===== src/rtl/ahb_bus_matrix_wrr_arbiter.sv =====
// ahb_bus_matrix_wrr_arbiter: weighted round-robin output-stage arbiter, switching only at transfer boundaries
module ahb_bus_matrix_wrr_arbiter #(
    parameter bit BURST_HOLD = 1'b1,
    parameter int CREDIT_W   = 4
) (
    input  logic                HCLK,
    input  logic                HRESET,
    input  logic                req_port0,
    input  logic                req_port1,
    input  logic                req_port2,
    input  logic                req_port3,
    input  logic [CREDIT_W-1:0] weight_port0,
    input  logic [CREDIT_W-1:0] weight_port1,
    input  logic [CREDIT_W-1:0] weight_port2,
    input  logic [CREDIT_W-1:0] weight_port3,
    input  logic                HREADYM,
    input  logic                HSELM,
    input  logic [1:0]          HTRANSM,
    input  logic [2:0]          HBURSTM,
    input  logic                HMASTLOCKM,
    output logic [1:0]          addr_in_port,
    output logic                no_port,
    output logic [CREDIT_W-1:0] credit_left
);
    logic [3:0]          req;
    logic [CREDIT_W-1:0] weight [4];
    logic [3:0]          beat, beat_nxt, beat_load;
    logic [1:0]          last, win;
    logic                found, acc, hold;
    logic [CREDIT_W-1:0] credit_dec, credit_load;

    assign req       = {req_port3, req_port2, req_port1, req_port0};
    assign weight[0] = weight_port0;
    assign weight[1] = weight_port1;
    assign weight[2] = weight_port2;
    assign weight[3] = weight_port3;
    assign acc       = HSELM & HTRANSM[1];

    // remaining beats of a fixed-length burst, counted on accepted beats
    always_comb begin
        beat_load = (HBURSTM == 3'd2 || HBURSTM == 3'd3) ? 4'd3 :
                    (HBURSTM == 3'd4 || HBURSTM == 3'd5) ? 4'd7 :
                    (HBURSTM == 3'd6 || HBURSTM == 3'd7) ? 4'd15 : 4'd0;
        beat_nxt  = !BURST_HOLD                 ? 4'd0 :
                    (acc && HTRANSM == 2'b10)   ? beat_load :
                    (acc && HTRANSM == 2'b11)   ? (beat == 4'd0 ? 4'd0 : beat - 4'd1) : beat;
    end

    // round-robin search from the port after the last owner; owner keeps grant on lock, burst or credit
    always_comb begin
        found = 1'b0;
        win   = last;
        for (int i = 1; i <= 4; i++) begin
            if (!found && req[2'(last + 2'(i))]) begin
                found = 1'b1;
                win   = 2'(last + 2'(i));
            end
        end
        credit_dec  = (acc && credit_left != '0) ? credit_left - CREDIT_W'(1) : credit_left;
        credit_load = (weight[win] == '0) ? CREDIT_W'(1) : weight[win];
        hold        = HMASTLOCKM | (beat_nxt != 4'd0) |
                      (req[addr_in_port] & !no_port & (credit_dec != '0));
    end

    // grant state advances only when the address phase completes
    always_ff @(posedge HCLK) begin
        if (HRESET) begin
            addr_in_port <= 2'd0;
            no_port      <= 1'b1;
            credit_left  <= '0;
            beat         <= 4'd0;
            last         <= 2'd0;
        end else if (HREADYM) begin
            if (hold) begin
                credit_left <= credit_dec;
                beat        <= beat_nxt;
            end else if (found) begin
                addr_in_port <= win;
                no_port      <= 1'b0;
                last         <= win;
                credit_left  <= credit_load;
                beat         <= 4'd0;
            end else begin
                no_port     <= 1'b1;
                credit_left <= '0;
                beat        <= 4'd0;
            end
        end
    end
endmodule


===== config.mk =====
export PLATFORM = sky130hd
export DESIGN_NAME = ahb_bus_matrix_wrr_arbiter
export DESIGN_NICKNAME = d
export VERILOG_FILES = /design/src/rtl/ahb_bus_matrix_wrr_arbiter.sv
export SDC_FILE = /design/constraint.sdc
export NUM_CORES = 1
export LEC_CHECK = 0
export ABC_AREA = 1
export BUFFER_PORTS_ARGS = -buffer_cell sky130_fd_sc_hd__buf_4
export CAP_MARGIN = 20
export CORE_MARGIN = 2
export CORE_UTILIZATION = 40
export DETAILED_ROUTE_END_ITERATION = 8
export PLACE_DENSITY = 0.74
export SETUP_SLACK_MARGIN = 0.02
export SLEW_MARGIN = 20
export SYNTH_ARGS = -nofsm -noshare
export SYNTH_HDL_FRONTEND = slang
export SYNTH_SLANG_ARGS = --single-unit

===== constraint.sdc =====
create_clock -name HCLK -period 2.8 [get_ports HCLK]
set_input_delay 0.42 -clock HCLK [delete_from_list [all_inputs] [get_ports HCLK]]
set_output_delay 0.42 -clock HCLK [all_outputs]
set_load 0.005 [all_outputs]

== After elaboration in Yosys (flattened, before gate mapping) ==
Index checks and enable logic that the tools add are counted.
Cells by class
  reductions and logical operators: 20
  magnitude comparators: 5
  multiplexer cells: 31
  bitwise gates (word level): 7
  $add $sub $neg: 5
  eq/ne operators: 8
Operators with widths (count)
  4-bit 2-to-1 mux: 13
  3-bit equality test (second input constant): 4
  2-bit by 3-bit < comparator with 1-bit output (second input constant): 4
  4-bit nonzero test: 3
  1-bit 2-to-1 mux: 9
  1-bit binary-select mux with 2-bit select: 4
  4-bit binary-select mux with 2-bit select: 1
  4-bit zero test: 2
  2-bit 2-to-1 mux: 4
  4-bit by 1-bit subtractor with 4-bit output (second input constant): 2
  3-bit by 2-bit equality test with 1-bit output (second input constant): 2
  1-bit logical AND: 6
  2-bit adder (second input constant): 2
  2-bit equality test (second input constant): 2
  1-bit zero test: 4
  1-bit AND: 3
  3-bit greater-or-equal comparator (second input constant): 1
  1-bit logical OR: 3
  2-bit NOT with 3-bit output: 1
  3-bit AND reduction: 1
  2-bit by 1-bit adder with 2-bit output (second input constant): 1
  1-bit OR: 2
  2-bit AND reduction: 1
  1-bit NOT: 1
Word-level totals
  input bits: 30
  output and inout bits: 7
  register bits after elaboration: 11
  logic and storage cells: 80

== Logic depth before layout (Yosys ltp) ==
Gate-level depths: netlist (run 1).
  depth in word-level cells: 21
  mapped depth: 18
  depth with buffers taken out: 17

== Least setup slack after synthesis (run 1) ==
OpenSTA, ideal clock, no wires.
  path kind: register to register
  start point: register credit_left[0]
  end point: register last[1]
  slack: 0.896 ns
  setup time: 0.116 ns
  buffers on the path: 0
  data arrival time: 1.787 ns
  data required time: 2.684 ns
  stages on the path, launching flop included: 13
  period minus slack after synthesis: 1.904 ns
  path through: dfxtp_1 > inv_1 > ha_1 > nand2_2 > o21ai_4 > o21ai_0 > nand3_1 > o21bai_1 > nand3_2 > nor2_4 > nand2_1 > nand2_1 > a21oi_1
On the way
  cells in the longest elaborated chain, start to end: 8
  elaborated cells between the ends (all ways): 9
  those cells by class: 1 x add/sub; 1 x mux; 3 x bitwise; 4 x reduce/logical
Ends and longest elaborated chain
  start: declaration: line 23  | output logic [CREDIT_W-1:0] credit_left
  start signal: assignment: line 75  | credit_left <= credit_dec;
  start signal: assignment: line 81  | credit_left <= credit_load;
  branches (longest 2 deep; another with 4-bit by 1-bit subtractor with 4-bit output)
  4-bit 2-to-1 mux *: line 59  | credit_dec = (acc && credit_left != '0) ? credit_left - CREDIT_W'(1) : credit_left;
  4-bit nonzero test *: line 62  | (req[addr_in_port] & !no_port & (credit_dec != '0));
  1-bit AND *: line 62
  1-bit OR *: line 61  | hold = HMASTLOCKM | (beat_nxt != 4'd0) |
  1-bit NOT (no source line) *
  3-bit AND reduction (no source line) *
  end signal: assignment: line 80  | last <= win;
  end: declaration: line 28  | logic [1:0] last, win;
Every way passes the cells marked *.
A chain may end at the register's enable or synchronous reset.

== Final worst setup path (run 1) ==
  start point: register credit_left[0]
  end point: register last[0]
The elaborated chain is that of the path after synthesis.

==> results of run 1 <==
-- how the worst max path moves through the flow --
stage,endpoint,slack [ns]
finish,last[0]$_SDFFE_PP0P_,0.67
global route,credit_left[0]$_SDFFE_PP0P_,0.37
CTS,last[0]$_SDFFE_PP0P_,0.65
detailed placement,last[0]$_SDFFE_PP0P_,0.67
global placement,last[0]$_SDFFE_PP0P_,0.68
floorplan,last[1]$_SDFFE_PP0P_,0.90
-- per-stage QoR --
stage	power [mW]	setup slack (ns)	hold slack, ns	util [%]	std cells
2_1_floorplan	0.463	0.896	0.439	-	203
3_3_place_gp	0.545	0.680	0.452	52.5	280
3_5_place_dp	0.549	0.671	0.456	52.5	280
4_1_cts	0.658	0.648	0.361	53.3	284
5_1_grt	0.720	0.370	0.365	53.3	284
6_report	0.649	0.666	0.374	53.3	284
-- final cells by class --
type / instances / area, sq um / area share (%)
Clock buffer: 4 / 26.3 / 1.60
Inverter: 33 / 135 / 8.23
Multi-Input combinational cell: 157 / 942 / 57.4
Sequential cell: 11 / 220 / 13.4
Tap cell: 44 / 55.1 / 3.35
Timing Repair Buffer: 35 / 263 / 16.0
-- metal layers --
metal | GRT usage, % | routed length, um
met1 | 21.6 | 1300
met2 | 28.9 | 1260
met3 | 2.31 | 146
met4 | 7.14 | 40
met5 | 0 | 0
-- flip-flops by register name, indices dropped and copies added, names as in the netlist --
| name | count |
|---|---|
| credit_left | 4 |
| beat | 4 |
| last | 2 |
| no_port | 1 |
-- worst max-delay path, cell delays in order, from the launching register on --
cell	delay (ns)
dfxtp_1	0.44
inv_1	0.09
ha_1	0.22
nand2_2	0.10
o21ai_4	0.08
o21ai_0	0.23
nand3_1	0.11
o21bai_1	0.15
nand3_2	0.18
nor2_4	0.18
nand2_1	0.11
nand2_1	0.07
a21oi_1	0.07
-- power breakdown --
group	switching (mW)	total, mW	internal, mW
clock network	0.0510	0.106	0.0551
logic	0.210	0.356	0.147
registers	0.0188	0.187	0.168
-- placed cells by master, fill, tap and decap left out, drive strengths merged --
master,Yosys,layout
o31ai,1,1
xor2,2,2
nor4,1,1
o21bai,1,1
nor2,12,12
inv,31,31
ha,1,1
a31oi,2,2
o21ai,15,15
a21oi,14,14
nand2,79,79
nor3,2,2
nand3b,1,1
dfxtp,11,11
clkbuf,1,4
clkinv,2,2
a22oi,1,1
nand3,25,25
buf,1,35
-- cells by family after synthesis --
| logic type | after synthesis | synth area share [%] |
|---|---|---|
| compound gates | 34 | 15.3 |
| xor+xnor | 2 | 1.91 |
| fa+ha+maj | 1 | 0.953 |
| buf+inv | 35 | 11.4 |
| flops | 11 | 16.8 |
| simple gates | 120 | 53.6 |
==> flow_summary.toml, run 1 <==
[floorplan]
die_h_um = 61.3
dieWidth_um = 61.3
die-area_sq_um = 3760
ios = 37
initial_utilization_pct = 42.6
rows = 20
core_region_area_sq_um = 3080

[drt]
wl_per_cell_um = 9.70
dr.first_iter.drc_count = 46
vias = 1302
routed_wl_mm = 2.76
drc = 0
drtPass1Iterations = 4
viasPerCell = 4.58
antenna_left = 0

[critical_path]
critPathMaxFanout = 7
critical_path_required_ns = 2.96
crit_path_start = "credit_left[0]$_SDFFE_PP0P_"
arrival_ns = 2.29
end_kind = "flip-flop"
reg2reg_depth = 12
criticalPathCategory = "reg -> reg"
startpoint_type = "flip-flop"
r2r-end = "last[0]$_SDFFE_PP0P_"
timing.reg2reg.setup_slack_ns = 0.67
r2r_start = "credit_left[0]$_SDFFE_PP0P_"

[synth]
syn_nets = 234
postSynth.asyncResetShare_pct = 0
synth_edf_count = 0
yosysTopAreaCell = "dfxtp_1"
netlist_area_sq_um = 1310
seq_area_frac_synth_pct = 16.8
synth_warnings = 0
yosys.cell_count.top_type = "nand2_1"
syn_area_per_cell_sq_um = 6.47
synth.area.top_cells = "dfxtp_1 (17%), nand2_1 (14%), nand2_4 (11%)"
synth_top_flop_cell = "dfxtp_1"
synth_cells = 203
yosysTopAreaCellShare_pct = 16.8
synth.distinct_cells = 33
synth_common_cells = "nand2_1 (49), inv_1 (25), nand3_1 (21)"
ys_ff_latch = 11

[clock_tree]
cts_buffer_depth = 2
cts_setup_buffers = 0
cts_tree = "yes"
numCtsBuffers = 3
worstSkewPairLatency_ns = 0.27
ctsHtreeMaxLevel = 1
post_cts_resized = 0
clock-root-buffer = "clkbuf_4"
cts.sinks = 11
postCtsHoldBufs = 0
clk_pin_slew_worst_paths_ns = 0.07

[place]
postPlaceCellArea_sq_um = 1620
hpwl_mm = 2.29
port_buffers = 35
gp_congestion = 0.789

[timing]
rsz0062_at_grt = "no"
period_needed_ns = 2.13
max_slew_margin_pct = 56.5
tns_ns = 0
worst_pin_slew_ns = 0.651
final_max_slew_viol_count = 0
setup_viol = 0
period_share_pct = 76.2
clock.fmax_mhz = 469
finalClockSkew_ns = 0.00293
hold_viol = 0

[cells_and_area]
final_cell_area_sq_um = 1640
drive_gt1_share_pct = 36.7
nets = 272
area_growth_pct = 25.1
antennaDiodeCount = 0
nFillCells = 320

[power]
ir_worst_vdd_mv = 0.175
leakage_nw = 0.833
power_density_nw_per_um2 = 396

[global_route]
grt_overflow = 0
grt.total_usage_pct = 17.0
antenna_found_initial = 0
grt_pass1_wl_mm = 4.92
grt_pass1_vias = 1245
grt_max_degree = 12

[worst_hold_path]
whs_endpoint = "last[1]$_SDFFE_PP0P_"
min_from = "HRESET"
worstHoldPathType = "in -> reg"
hold_depth = 2

[flow_run]
drv_cap = 0

[status]
status = "finished clean"
(Power assumes the default switching activity.)
==> run 2: changes to the inputs <==
==> constraint.sdc (replaced) <==
create_clock -name HCLK -period 2 [get_ports HCLK]
set_input_delay 0.3 -clock HCLK [delete_from_list [all_inputs] [get_ports HCLK]]
set_output_delay 0.3 -clock HCLK [all_outputs]
set_load 0.005 [all_outputs]
==> flow_summary.toml, run 2 (synthesized netlist as in run 1, its figures left out) <==
[status]
status = "finished clean"

[critical_path]
critical_path_required_ns = 2.17
crit_path_cell_trace = "inv_4, ha_4, nand2_4, o21ai_4, xor2_2, nand3_1, o21bai_1, nand3_2, nor2_4, nand2_2, nand2_1, a21oi_1"
timing.reg2reg.setup_slack_ns = 0.06
cpPeakStageDelay_ns = 0.36
end_kind = "flip-flop"
critPathMaxFanout = 7
arrival_ns = 2.11
critPathBufInv = 1
criticalPathCategory = "reg -> reg"
slowest_stage = "dfxtp_4"
startpoint_type = "flip-flop"
cp_top_family = "simple AND/OR/NAND/NOR gates"

[global_route]
grt_pass1_vias = 1165
grt_overflow = 0
grt_max_degree = 12
grt_pass1_wl_mm = 4.57
grt.total_usage_pct = 15.9
antenna_found_initial = 0

[drt]
drtPass1Iterations = 7
antenna_left = 0
vias = 1354
viasPerCell = 4.69
wl_per_cell_um = 9.98
drc = 0
routed_wl_mm = 2.89
dr.first_iter.drc_count = 88

[cells_and_area]
nFillCells = 326
largest_registers = "beat: 4 flops, credit_left: 4 flops, last: 2 flops"
drive_gt1_share_pct = 42.4
antennaDiodeCount = 0
nets = 277
layout_commonest_cell = "nand2_1"
area_growth_pct = 31.9
layout.area.seq_sq_um = 225
final_cells = 289
multi_input_area_sq_um = 987
layout_common_cells = "nand2_1 (47), buf_4 (40), inv_1 (23)"

[place]
gp_congestion = 0.760
hpwl_mm = 2.40
dp.cells = 284
port_buffers = 35

[floorplan]
die_h_um = 61.3
initial_utilization_pct = 42.6
ios = 37
rows = 20
dieWidth_um = 61.3
die-area_sq_um = 3760
core_region_area_sq_um = 3080

[clock_tree]
numCtsBuffers = 3
ctsHtreeMaxLevel = 1
postCtsHoldBufs = 0
clk_pin_slew_worst_paths_ns = 0.07
cts_buffer_depth = 2
cts_tree = "yes"
worstSkewPairLatency_ns = 0.27
cts.sinks = 11
clock-root-buffer = "clkbuf_4"

[worst_hold_path]
worstHoldPathType = "in -> reg"

[power]
ir_worst_vdd_mv = 0.234
power_density_nw_per_um2 = 559
leakage_nw = 0.863
power_mw = 0.969

[timing]
hold_viol = 0
max_slew_margin_pct = 73.2
rsz0062_at_grt = "yes"
clock.fmax_mhz = 516
final_max_slew_viol_count = 0
period_needed_ns = 1.94
worst_pin_slew_ns = 0.398
period_share_pct = 96.9
finalClockSkew_ns = 0.000733
setup_viol = 0

[flow_run]
drv_cap = 0
==> run 2: cell types whose count changed in the layout (fill, tap and decap cells not counted), moves of 2 or more <==
cell,previous run,this run
a21oi_1,13,10
a21oi_2,1,3
buf_4,35,40
dfxtp_1,11,9
inv_1,25,23
nand2_1,49,47
o21ai_0,14,10
o21ai_1,0,3
==> run 2: routing by layer <==
metal  vias up  track usage, %  wire length [um]
met5         -               0                 0
met2        44            28.0              1370
met1       571            20.1              1280
met4         0            5.59                51
met3         4            1.47               179
li1        735               -                 -
==> run 2: power breakdown <==
group          internal (mW)  total (mW)  leakage [nW]  switching [mW]
clock network         0.0773       0.157        0.0150          0.0794
registers              0.235       0.252        0.0913          0.0163
logic                  0.233       0.560         0.757           0.327
total                  0.546       0.969         0.863           0.423
==> run 2: final timing paths <==
path | end | cells past startpoint | from
setup reg to reg | last[0]$_SDFFE_PP0P_ | 12 | credit_left[1]$_SDFFE_PP0P_
hold reg to reg | beat[3]$_SDFFE_PP0P_ | 2 | beat[3]$_SDFFE_PP0P_
setup / recovery | last[0]$_SDFFE_PP0P_ | 12 | credit_left[1]$_SDFFE_PP0P_
hold / removal | last[1]$_SDFFE_PP0P_ | 2 | HRESET
==> run 2: area by class of cell <==
type                            count  area share (%)
Clock buffer                        4            1.52
Inverter                           33            7.95
Multi-Input combinational cell    157            57.0
Sequential cell                    11            13.0
Tap cell                           44            3.18
Timing Repair Buffer               40            17.3
==> run 2: timing repair <==
item                       CTS  global route
buffers inserted             0             1
setup endpoints to repair    0             7
gates resized for setup      0            20
==> run 2: per-stage QoR <==
step	hold slack [ns]	util, %	setup slack (ns)	setup TNS, ns	cell area, sq um
6_report	0.248	56.3	0.0622	0	1730
3_5_place_dp	0.457	53.5	0.0445	0	1650
3_3_place_gp	0.452	53.5	0.0629	0	1650
2_1_floorplan	0.369	-	0.0964	0	1310
4_1_cts	0.245	54.3	0.0362	0	1670
5_1_grt	0.242	56.3	-0.0708	-0.375	1730
==> run 3: changes to the inputs <==
--- a/config.mk
+++ b/config.mk
@@ -9,9 +9,9 @@
 export BUFFER_PORTS_ARGS = -buffer_cell sky130_fd_sc_hd__buf_4
 export CAP_MARGIN = 20
 export CORE_MARGIN = 2
-export CORE_UTILIZATION = 40
+export CORE_UTILIZATION = 52
 export DETAILED_ROUTE_END_ITERATION = 8
-export PLACE_DENSITY = 0.74
+export PLACE_DENSITY = 0.9
 export SETUP_SLACK_MARGIN = 0.02
 export SLEW_MARGIN = 20
 export SYNTH_ARGS = -nofsm -noshare
==> flow_summary.toml, run 3 (synthesized netlist as in run 1, its figures left out) <==
[cells_and_area]
nets = 280
layout_commonest_cell = "nand2_1"
drive_gt1_share_pct = 44.8
antennaDiodeCount = 0
layout_common_cells = "nand2_1 (47), buf_4 (40), inv_1 (23)"
nFillCells = 215
final_util_pct = 72.0
largest_registers = "beat: 4 flops, credit_left: 4 flops, last: 2 flops"
area_growth_pct = 33.4

[drt]
viasPerCell = 4.98
vias = 1385
drc = 0
drtPass1Iterations = 4
antenna_left = 0
routed_wl_mm = 2.89
dr.first_iter.drc_count = 19
wl_per_cell_um = 10.4

[clock_tree]
cts.sinks = 11
numCtsBuffers = 3
cts_buffer_depth = 2
worstSkewPairLatency_ns = 0.27
ctsHtreeMaxLevel = 1
clk_pin_slew_worst_paths_ns = 0.07
cts_tree = "yes"
clock-root-buffer = "clkbuf_4"

[timing]
hold-worst-slack_ns = 0.242
worst_pin_slew_ns = 0.352
period_share_pct = 97.0
max_slew_margin_pct = 76.4
setup_viol = 0
clock.fmax_mhz = 515
hold_viol = 0
final_max_slew_viol_count = 0
period_needed_ns = 1.94
finalClockSkew_ns = 0.000911
rsz0062_at_grt = "yes"

[global_route]
grt_pass1_wl_mm = 4.68
grt_overflow = 0
grt.total_usage_pct = 21.0
antenna_found_initial = 0
grt_max_degree = 12
grt_pass1_vias = 1199

[floorplan]
dieWidth_um = 54.2
ios = 37
die-area_sq_um = 2940
initial_utilization_pct = 54.0
rows = 18
core_region_area_sq_um = 2430
die_h_um = 54.2

[status]
status = "finished clean"

[critical_path]
r2r_start = "credit_left[1]$_SDFFE_PP0P_"
startpoint_type = "flip-flop"
critical_path_required_ns = 2.16
slowest_stage = "dfxtp_2"
crit_path_start = "credit_left[1]$_SDFFE_PP0P_"
crit_path_cell_trace = "inv_2, ha_4, nand2_4, o21ai_4, nand2_1, o21ai_2, nand3_1, o21bai_1, nand3_2, nor2_4, nand2_2, nand2_1, a21oi_1"
cpPeakStageDelay_ns = 0.33
critPathBufInv = 1
end_kind = "flip-flop"
cp_top_family = "simple AND/OR/NAND/NOR gates"
arrival_ns = 2.10
critPathMaxFanout = 7
cp_common_cell = "nand2_1"
criticalPathCategory = "reg -> reg"

[power]
switchingPower_mw = 0.424
leakage_nw = 0.882
ir_worst_vdd_mv = 0.319
internal_power_mw = 0.555
clockPowerShare_pct = 15.3
power_density_nw_per_um2 = 559
pwr-share-comb_pct = 58.9
netSwitchingFraction_pct = 43.3
seqPwrFrac_pct = 25.8
power_mw = 0.978

[place]
hpwl_mm = 2.29
gp_congestion = 0.855
port_buffers = 35

[worst_hold_path]
min_from = "HRESET"
worstHoldPathType = "in -> reg"

[flow_run]
drv_cap = 0
-- run 3: area by class of cell --
class | instances | area [sq um] | share of cell area [%]
inverters | 33 | 135 | 7.72
clock buffers | 4 | 26.3 | 1.50
flip-flops and latches | 11 | 224 | 12.8
well taps | 30 | 37.5 | 2.14
multi-input cells | 157 | 1000 | 57.1
repair buffers | 43 | 328 | 18.7
-- run 3: worst paths after layout --
check	end	slack (ns)	cells after the start
worst min-delay path	last[1]$_SDFFE_PP0P_	0.24	2
worst max-delay path	last[0]$_SDFFE_PP0P_	0.06	13
worst min register to register	beat[3]$_SDFFE_PP0P_	0.47	2
worst max register to register	last[0]$_SDFFE_PP0P_	0.06	13
-- run 3: through the flow --
stage	instances	TNS (ns)	instance area, sq um	setup slack, ns
finish	278	0	1750	0.0595
floorplan	203	0	1310	0.0964
detailed placement	270	0	1630	0.0134
global route	278	-0.363	1750	-0.0944
CTS	275	0	1660	0.0494
global placement	270	0	1630	0.0601
-- run 3: repair_timing --
action,in CTS,in global routing
pin swaps,2,8
hold buffers,0,0
cloned,0,1
buffers inserted,1,2
setup endpoints to repair,3,7
gates resized for setup,1,23
-- run 3: power groups by stage --
stage / Combinational (mW) / Sequential, mW / Clock (mW)
global placement: 0.514 / 0.254 / 0
global route: 0.642 / 0.255 / 0.162
CTS: 0.533 / 0.250 / 0.154
finish: 0.576 / 0.253 / 0.149
detailed placement: 0.526 / 0.255 / 0
floorplan: 0.392 / 0.256 / 0
-- run 3: routing by layer --
| layer | up-vias | track usage (%) | wire (um) |
|---|---|---|---|
| met2 | 36 | 39.6 | 1510 |
| met4 | 0 | 7.92 | 37 |
| li1 | 740 | - | - |
| met1 | 605 | 25.0 | 1240 |
| met5 | - | 0 | 0 |
| met3 | 4 | 0.820 | 105 |
